--- config.mk ---
export PLATFORM = sky130hd
export DESIGN_NAME = systolic_feeder_flat
export DESIGN_NICKNAME = d
export VERILOG_FILES = /design/src/rtl/systolic_feeder_if.sv /design/src/rtl/systolic_feeder.sv /design/src/flat_wrapper.sv
export SDC_FILE = /design/constraint.sdc
export NUM_CORES = 2
export LEC_CHECK = 0
export ABC_AREA = 1
export BUFFER_PORTS_ARGS = -buffer_cell sky130_fd_sc_hd__buf_2
export CORE_MARGIN = 2
export CORE_UTILIZATION = 57
export CTS_CLUSTER_SIZE = 40
export DETAILED_ROUTE_END_ITERATION = 16
export PLACE_DENSITY_LB_ADDON = 0.2
export SETUP_SLACK_MARGIN = 0.05
export SYNTH_ARGS = -nofsm -noshare
export SYNTH_HDL_FRONTEND = slang
export SYNTH_SLANG_ARGS = --single-unit
--- constraint.sdc ---
create_clock -name clk -period 3.5 [get_ports clk]
set_clock_uncertainty 0.15 [all_clocks]
set_input_delay 0.175 -clock clk [delete_from_list [all_inputs] [get_ports clk]]
set_output_delay 0.175 -clock clk [all_outputs]
set_load 0.005 [all_outputs]
--- src/rtl/systolic_feeder_if.sv ---
// Host load port, start/status and systolic-array stream signals of the operand feeder.
interface systolic_feeder_if #(
  parameter int unsigned DATAWIDTH = 16,
  parameter int unsigned N_SIZE    = 5
);
  localparam int unsigned RW = $clog2(N_SIZE);
  localparam int unsigned VW = N_SIZE * DATAWIDTH;

  logic          ld_en;
  logic          ld_sel;
  logic [RW-1:0] ld_row;
  logic [VW-1:0] ld_data;
  logic          start;
  logic          busy;
  logic          done;
  logic          err;
  logic          arr_valid;
  logic [VW-1:0] arr_a;
  logic [VW-1:0] arr_b;
  logic          arr_c_valid;

  // Environment side: host loads/start plus the array's result strobe.
  modport master (
    output ld_en, ld_sel, ld_row, ld_data, start, arr_c_valid,
    input  busy, done, err, arr_valid, arr_a, arr_b
  );

  // Feeder side.
  modport slave (
    input  ld_en, ld_sel, ld_row, ld_data, start, arr_c_valid,
    output busy, done, err, arr_valid, arr_a, arr_b
  );
endinterface

--- src/rtl/systolic_feeder.sv ---
// Operand feeder for an NxN systolic array: buffers A and B, streams column k of A with
// row k of B for k = 0..N_SIZE-1, then waits for N_SIZE result beats or a drain timeout.
module systolic_feeder #(
  parameter int unsigned DATAWIDTH     = 16,
  parameter int unsigned N_SIZE        = 5,
  parameter int unsigned DRAIN_TIMEOUT = 64
) (
  input logic              clk,
  input logic              rst_n,
  systolic_feeder_if.slave bus
);
  localparam int unsigned RW = $clog2(N_SIZE);
  localparam int unsigned CW = $clog2(N_SIZE + 1);
  localparam int unsigned TW = $clog2(DRAIN_TIMEOUT + 1);
  localparam int unsigned VW = N_SIZE * DATAWIDTH;

  typedef enum logic [1:0] {
    IDLE   = 2'd0,
    STREAM = 2'd1,
    DRAIN  = 2'd2
  } state_e;

  state_e        state_q, state_d;
  logic [RW-1:0] beat_q, beat_d;
  logic [CW-1:0] res_q, res_d;
  logic [TW-1:0] wait_q, wait_d;
  logic          busy_q, busy_d;
  logic          done_q, done_d;
  logic          err_q, err_d;
  logic          valid_q, valid_d;
  logic [VW-1:0] a_q, a_d;
  logic [VW-1:0] b_q, b_d;

  logic [DATAWIDTH-1:0] a_buf [N_SIZE][N_SIZE];
  logic [DATAWIDTH-1:0] b_buf [N_SIZE][N_SIZE];

  logic          wr_en;
  logic [RW-1:0] beat_n;
  logic [CW-1:0] res_inc;
  logic [TW-1:0] wait_inc;
  logic [VW-1:0] a_first, b_first, a_next, b_next;

  assign wr_en    = bus.ld_en && (state_q == IDLE) && (32'(bus.ld_row) < N_SIZE);
  assign beat_n   = beat_q + RW'(1);
  assign res_inc  = (bus.arr_c_valid && (res_q != CW'(N_SIZE))) ? res_q + CW'(1) : res_q;
  assign wait_inc = (wait_q != TW'(DRAIN_TIMEOUT)) ? wait_q + TW'(1) : wait_q;

  assign bus.busy      = busy_q;
  assign bus.done      = done_q;
  assign bus.err       = err_q;
  assign bus.arr_valid = valid_q;
  assign bus.arr_a     = a_q;
  assign bus.arr_b     = b_q;

  // Operand buffers; a row is written only while idle and only for in-range rows.
  always_ff @(posedge clk or negedge rst_n) begin
    if (!rst_n) begin
      for (int unsigned r = 0; r < N_SIZE; r++) begin
        for (int unsigned c = 0; c < N_SIZE; c++) begin
          a_buf[RW'(r)][RW'(c)] <= '0;
          b_buf[RW'(r)][RW'(c)] <= '0;
        end
      end
    end else if (wr_en) begin
      for (int unsigned c = 0; c < N_SIZE; c++) begin
        if (bus.ld_sel) b_buf[bus.ld_row][RW'(c)] <= bus.ld_data[c*DATAWIDTH +: DATAWIDTH];
        else            a_buf[bus.ld_row][RW'(c)] <= bus.ld_data[c*DATAWIDTH +: DATAWIDTH];
      end
    end
  end

  // Beat operands: beat 0 with a same-cycle row write forwarded, and the following beat.
  always_comb begin
    a_first = '0;
    b_first = '0;
    a_next  = '0;
    b_next  = '0;
    for (int unsigned i = 0; i < N_SIZE; i++) begin
      a_first[i*DATAWIDTH +: DATAWIDTH] = a_buf[RW'(i)][RW'(0)];
      b_first[i*DATAWIDTH +: DATAWIDTH] = b_buf[RW'(0)][RW'(i)];
      if (wr_en && !bus.ld_sel && (bus.ld_row == RW'(i)))
        a_first[i*DATAWIDTH +: DATAWIDTH] = bus.ld_data[DATAWIDTH-1:0];
      if (wr_en && bus.ld_sel && (bus.ld_row == RW'(0)))
        b_first[i*DATAWIDTH +: DATAWIDTH] = bus.ld_data[i*DATAWIDTH +: DATAWIDTH];
      a_next[i*DATAWIDTH +: DATAWIDTH] = a_buf[RW'(i)][beat_n];
      b_next[i*DATAWIDTH +: DATAWIDTH] = b_buf[beat_n][RW'(i)];
    end
  end

  // Next-state and registered-output values; done beats a simultaneous timeout.
  always_comb begin
    state_d = state_q;
    beat_d  = beat_q;
    res_d   = res_q;
    wait_d  = wait_q;
    busy_d  = busy_q;
    done_d  = 1'b0;
    err_d   = err_q;
    valid_d = 1'b0;
    a_d     = '0;
    b_d     = '0;
    unique case (state_q)
      IDLE: begin
        busy_d = 1'b0;
        if (bus.start && !busy_q) begin
          state_d = STREAM;
          beat_d  = '0;
          res_d   = '0;
          wait_d  = '0;
          busy_d  = 1'b1;
          err_d   = 1'b0;
          valid_d = 1'b1;
          a_d     = a_first;
          b_d     = b_first;
        end
      end
      STREAM: begin
        res_d = res_inc;
        if (beat_q == RW'(N_SIZE - 1)) begin
          state_d = DRAIN;
        end else begin
          beat_d  = beat_n;
          valid_d = 1'b1;
          a_d     = a_next;
          b_d     = b_next;
        end
      end
      DRAIN: begin
        res_d  = res_inc;
        wait_d = wait_inc;
        if (res_inc == CW'(N_SIZE)) begin
          done_d  = 1'b1;
          state_d = IDLE;
        end else if (wait_inc == TW'(DRAIN_TIMEOUT)) begin
          err_d   = 1'b1;
          state_d = IDLE;
        end
      end
      default: state_d = IDLE;
    endcase
  end

  // State, counters and output registers.
  always_ff @(posedge clk or negedge rst_n) begin
    if (!rst_n) begin
      state_q <= IDLE;
      beat_q  <= '0;
      res_q   <= '0;
      wait_q  <= '0;
      busy_q  <= 1'b0;
      done_q  <= 1'b0;
      err_q   <= 1'b0;
      valid_q <= 1'b0;
      a_q     <= '0;
      b_q     <= '0;
    end else begin
      state_q <= state_d;
      beat_q  <= beat_d;
      res_q   <= res_d;
      wait_q  <= wait_d;
      busy_q  <= busy_d;
      done_q  <= done_d;
      err_q   <= err_d;
      valid_q <= valid_d;
      a_q     <= a_d;
      b_q     <= b_d;
    end
  end
endmodule
--- src/flat_wrapper.sv ---
// flat-port wrapper written by rule: the top's interface ports become plain ports
module systolic_feeder_flat 
#(
  parameter int unsigned DATAWIDTH     = 16,
  parameter int unsigned N_SIZE        = 5,
  parameter int unsigned DRAIN_TIMEOUT = 64
)
  (clk, rst_n, bus_ld_en, bus_ld_sel, bus_ld_row, bus_ld_data, bus_start, bus_arr_c_valid, bus_busy, bus_done, bus_err, bus_arr_valid, bus_arr_a, bus_arr_b);
  systolic_feeder_if #(.DATAWIDTH(DATAWIDTH), .N_SIZE(N_SIZE)) bus_i ();
  input logic clk;
  input logic rst_n;
  input wire logic [$bits(bus_i.ld_en)-1:0] bus_ld_en;
  input wire logic [$bits(bus_i.ld_sel)-1:0] bus_ld_sel;
  input wire logic [$bits(bus_i.ld_row)-1:0] bus_ld_row;
  input wire logic [$bits(bus_i.ld_data)-1:0] bus_ld_data;
  input wire logic [$bits(bus_i.start)-1:0] bus_start;
  input wire logic [$bits(bus_i.arr_c_valid)-1:0] bus_arr_c_valid;
  output wire logic [$bits(bus_i.busy)-1:0] bus_busy;
  output wire logic [$bits(bus_i.done)-1:0] bus_done;
  output wire logic [$bits(bus_i.err)-1:0] bus_err;
  output wire logic [$bits(bus_i.arr_valid)-1:0] bus_arr_valid;
  output wire logic [$bits(bus_i.arr_a)-1:0] bus_arr_a;
  output wire logic [$bits(bus_i.arr_b)-1:0] bus_arr_b;
  assign bus_i.ld_en = bus_ld_en;
  assign bus_i.ld_sel = bus_ld_sel;
  assign bus_i.ld_row = bus_ld_row;
  assign bus_i.ld_data = bus_ld_data;
  assign bus_i.start = bus_start;
  assign bus_i.arr_c_valid = bus_arr_c_valid;
  assign bus_busy = bus_i.busy;
  assign bus_done = bus_i.done;
  assign bus_err = bus_i.err;
  assign bus_arr_valid = bus_i.arr_valid;
  assign bus_arr_a = bus_i.arr_a;
  assign bus_arr_b = bus_i.arr_b;
  systolic_feeder #(.DATAWIDTH(DATAWIDTH), .N_SIZE(N_SIZE), .DRAIN_TIMEOUT(DRAIN_TIMEOUT)) u_core (.clk(clk), .rst_n(rst_n), .bus(bus_i));
endmodule
==> results_dict.tcl <==
set metrics [dict create \
    outcome "complete, but fails checks" \
    failed_checks "hold timing" \
    postLayoutCoreUtil_pct 66.23 \
    fmax_ghz 0.3268 \
    drt-total-wl_um 139900 \
    grt_util_met3_pct 7.698 \
    reg2reg_depth 9 \
    arrival_ns 3.45 \
    remaining_drc_errors 0 \
    cp_max_fo 25 \
    cpPeakStageDelay_ns 0.57 \
    hold_viol 1 \
    synthTopCellsByArea "dfrtp_1 59%, o21ai_0 10%, nand2_1 7.9%" \
    die_h_um 274.2 \
    track_usage_pct 37.44 \
    post_drt_wl_per_cell_um 23.80 \
    numClockSinks 979 \
    gr-total-overflow 0 \
    core_sq_um 72590 \
    syn_area_per_cell_sq_um 8.985 \
    power.density_nw_per_um2 894.6 \
    final_layout_size_suffix_gt1_share_pct 11.19 \
    drt_first_iter_violations 4901 \
    start_util_pct 57.34 \
    syn_inst 4632 \
    cts-root-buf "clkbuf_16" \
    vias_per_cell 6.155 \
    clk_latency_ns 0.66 \
    timing.final.crit_share_pct 87.44 \
    h-tree-depth 3 \
    path_depth 9 \
    finalWorstSetupSlack_ns 0.4398 \
    synth_top_area_cell "dfrtp_1" \
    start_kind "register" \
    globalRouteMet2Util_pct 55.35 \
    cap_violations 0 \
    grt_max_degree 169 \
    synth.cell_area_sq_um 41620 \
    antenna_found_initial 10 \
    slew_viol_final 0 \
    die_w_um 274.2 \
    fin_hold_ws_ns -0.0003733 \
    yosysTopAreaCellShare_pct 58.86 \
    path_common_cell "inv_1" \
    numCtsBuffers 100 \
    top_usage_layer "met2" \
    final_nets 4924 \
    dieArea_sq_um 75190 \
    synth_sequential_area_ratio_pct 58.86 \
    dp_slack_ns 0.6000 \
    synth_cell_type_count 29 \
    grt_pass1_wl_um 211400 \
    cp-end-kind "register" \
    cp.required_ns 3.89 \
    synth_nets 4731 \
    power.static_leakage_nw 23.36 \
    tns_ns 0 \
    setup_viol 0 \
    path_buf_inv 4 \
    yosysWarningCount 0 \
    via_count 36180 \
    dp_hpwl_um 86210 \
    cts_buffer_depth 3 \
    grt_pass1_vias 34190 \
    ir_drop_v 0.0005852 \
    synth_seq_cells 979 \
    min_path_type "input port to asynchronous set/reset pin" \
    gp_congestion 0.9047 \
    use_met1_pct 52.00 \
    syn_to_final_growth_pct 15.51 \
    first_pass_iters 7 \
    worstSetupPathType "register to register" \
    crit_chain "inv_1 -> ha_1 -> inv_1 -> nor2_8 -> nand2_4 -> nor2_4 -> buf_4 -> o22ai_1 -> dlygate4sd3_1" \
    antenna_left 0 \
    crit_family "buffers and inverters" \
    worst_pin_slew_ns 0.9680 \
    crit_slowest_cell "dlygate4sd3_1" \
    cts_tree "done" \
    fin_crit_ns 3.060 \
    maxSlewHeadroom_pct 35.47 \
    rsz0062_at_grt "false" \
    ctsResizeCount 0 \
    numPortBuffers 252 \
    placement_rows 99 \
    io_pins 253 \
    clk_pin_slew_ns 0.06 \
]
==> what timing repair did <==
action	in CTS	in global routing
hold endpoints to repair	1063	0
buffers inserted	0	0
hold buffers	86	0
==> through the flow <==
step,area (sq um),total power [mW],hold slack [ns],instances
CTS,48040,42.66,0.01529,5864
global placement,43870,31.33,0.1002,5596
floorplan,41620,26.40,-0.2706,4632
finish,48070,43.01,-0.0003733,5878
global route,48040,45.48,0.04413,5864
detailed placement,43870,31.73,0.09414,5596
==> cell type report <==
class,instances,area [sq um]
fillers,5896,24510
flip-flops and latches,979,24500
multi-input cells,2835,13940
repair buffers,436,3293
clock buffers,145,2934
inverters,473,1795
well taps,959,1200
clock inverters,37,376.6
diodes,14,35.03
==> worst paths after layout <==
check	start	end	slack, ns
max	u_core.state_q[0]$_DFFE_PN0P_	u_core.b_buf[168]$_DFFE_PN0P_	0.44
min	rst_n	u_core.bus.arr_a[42]$_DFF_PN0_	-0.0004
max reg2reg	u_core.state_q[0]$_DFFE_PN0P_	u_core.b_buf[168]$_DFFE_PN0P_	0.44
min reg2reg	u_core.bus.err$_DFFE_PN0P_	u_core.bus.err$_DFFE_PN0P_	0.32
max in group asynchronous	rst_n	u_core.b_buf[322]$_DFFE_PN0P_	2.15
min in group clk	bus_start	u_core.res_q[0]$_DFFE_PN0P_	0.05
==> cell usage after synthesis <==
cell,number
a22oi_1,160
clkinv_1,2
clkbuf_1,180
nor2_4,5
mux2_2,11
dfrtp_1,979
nor2_1,161
inv_1,463
nand3_1,33
xor2_1,2
o221ai_1,15
nand2_4,1
buf_2,135
a21oi_1,145
o21ai_0,872
nand4_1,5
buf_1,25
inv_2,8
buf_4,5
ha_1,10
o22ai_1,214
o21a_1,1
nand2_2,1
o21ai_4,1
nand2_1,880
o21ai_1,313
xnor2_2,1
nor2_8,1
nand3_2,3
==> metal layers <==
| layer | wire [um] | up-vias |
|---|---|---|
| met2 | 62360 | 2059 |
| li1 | - | 15910 |
| met1 | 55360 | 17790 |
| met3 | 14020 | 417 |
| met5 | 30 | - |
| met4 | 8146 | 4 |
==> placed cells by master (no fill, tap or decap), types with 22 or more instances in the layout <==
cell type,count
a21oi_1,145
nor2_1,161
a22oi_1,160
clkbuf_16,102
nand3_1,33
buf_4,64
buf_2,251
o22ai_1,214
dlygate4sd3_1,86
dfrtp_1,978
nand2_1,877
buf_12,34
o21ai_0,872
clkbuf_8,22
inv_1,462
o21ai_1,313
==> power breakdown <==
group	switching (mW)	internal [mW]	total, mW
clock	4.56	6.26	10.8
combinational	9.36	5.21	14.6
sequential	2.21	15.4	17.6
==> state kept, by name, summed over array words and instances (netlist names), 2 cells and up <==
signal,cells
u_core.a_buf,400
u_core.b_buf,400
u_core.beat_q,3
u_core.bus.arr_a,80
u_core.bus.arr_b,80
u_core.res_q,3
u_core.state_q,2
u_core.wait_q,7
==> kinds of logic (layout without fill, tap and decap cells) <==
logic type      after synthesis  in the layout  synth area share [%]
compound gates             1721           1721                 22.47
simple gates               1090           1090                 10.16
flops                       979            979                 58.86
buf+inv                     818           1091                 7.829
mux                          11             11                0.2976
fa+ha+maj                    10             10                0.3006
xor+xnor                      3              3               0.08119
other cells                   0             14                     0
Power figures use the tool's default switching activity.
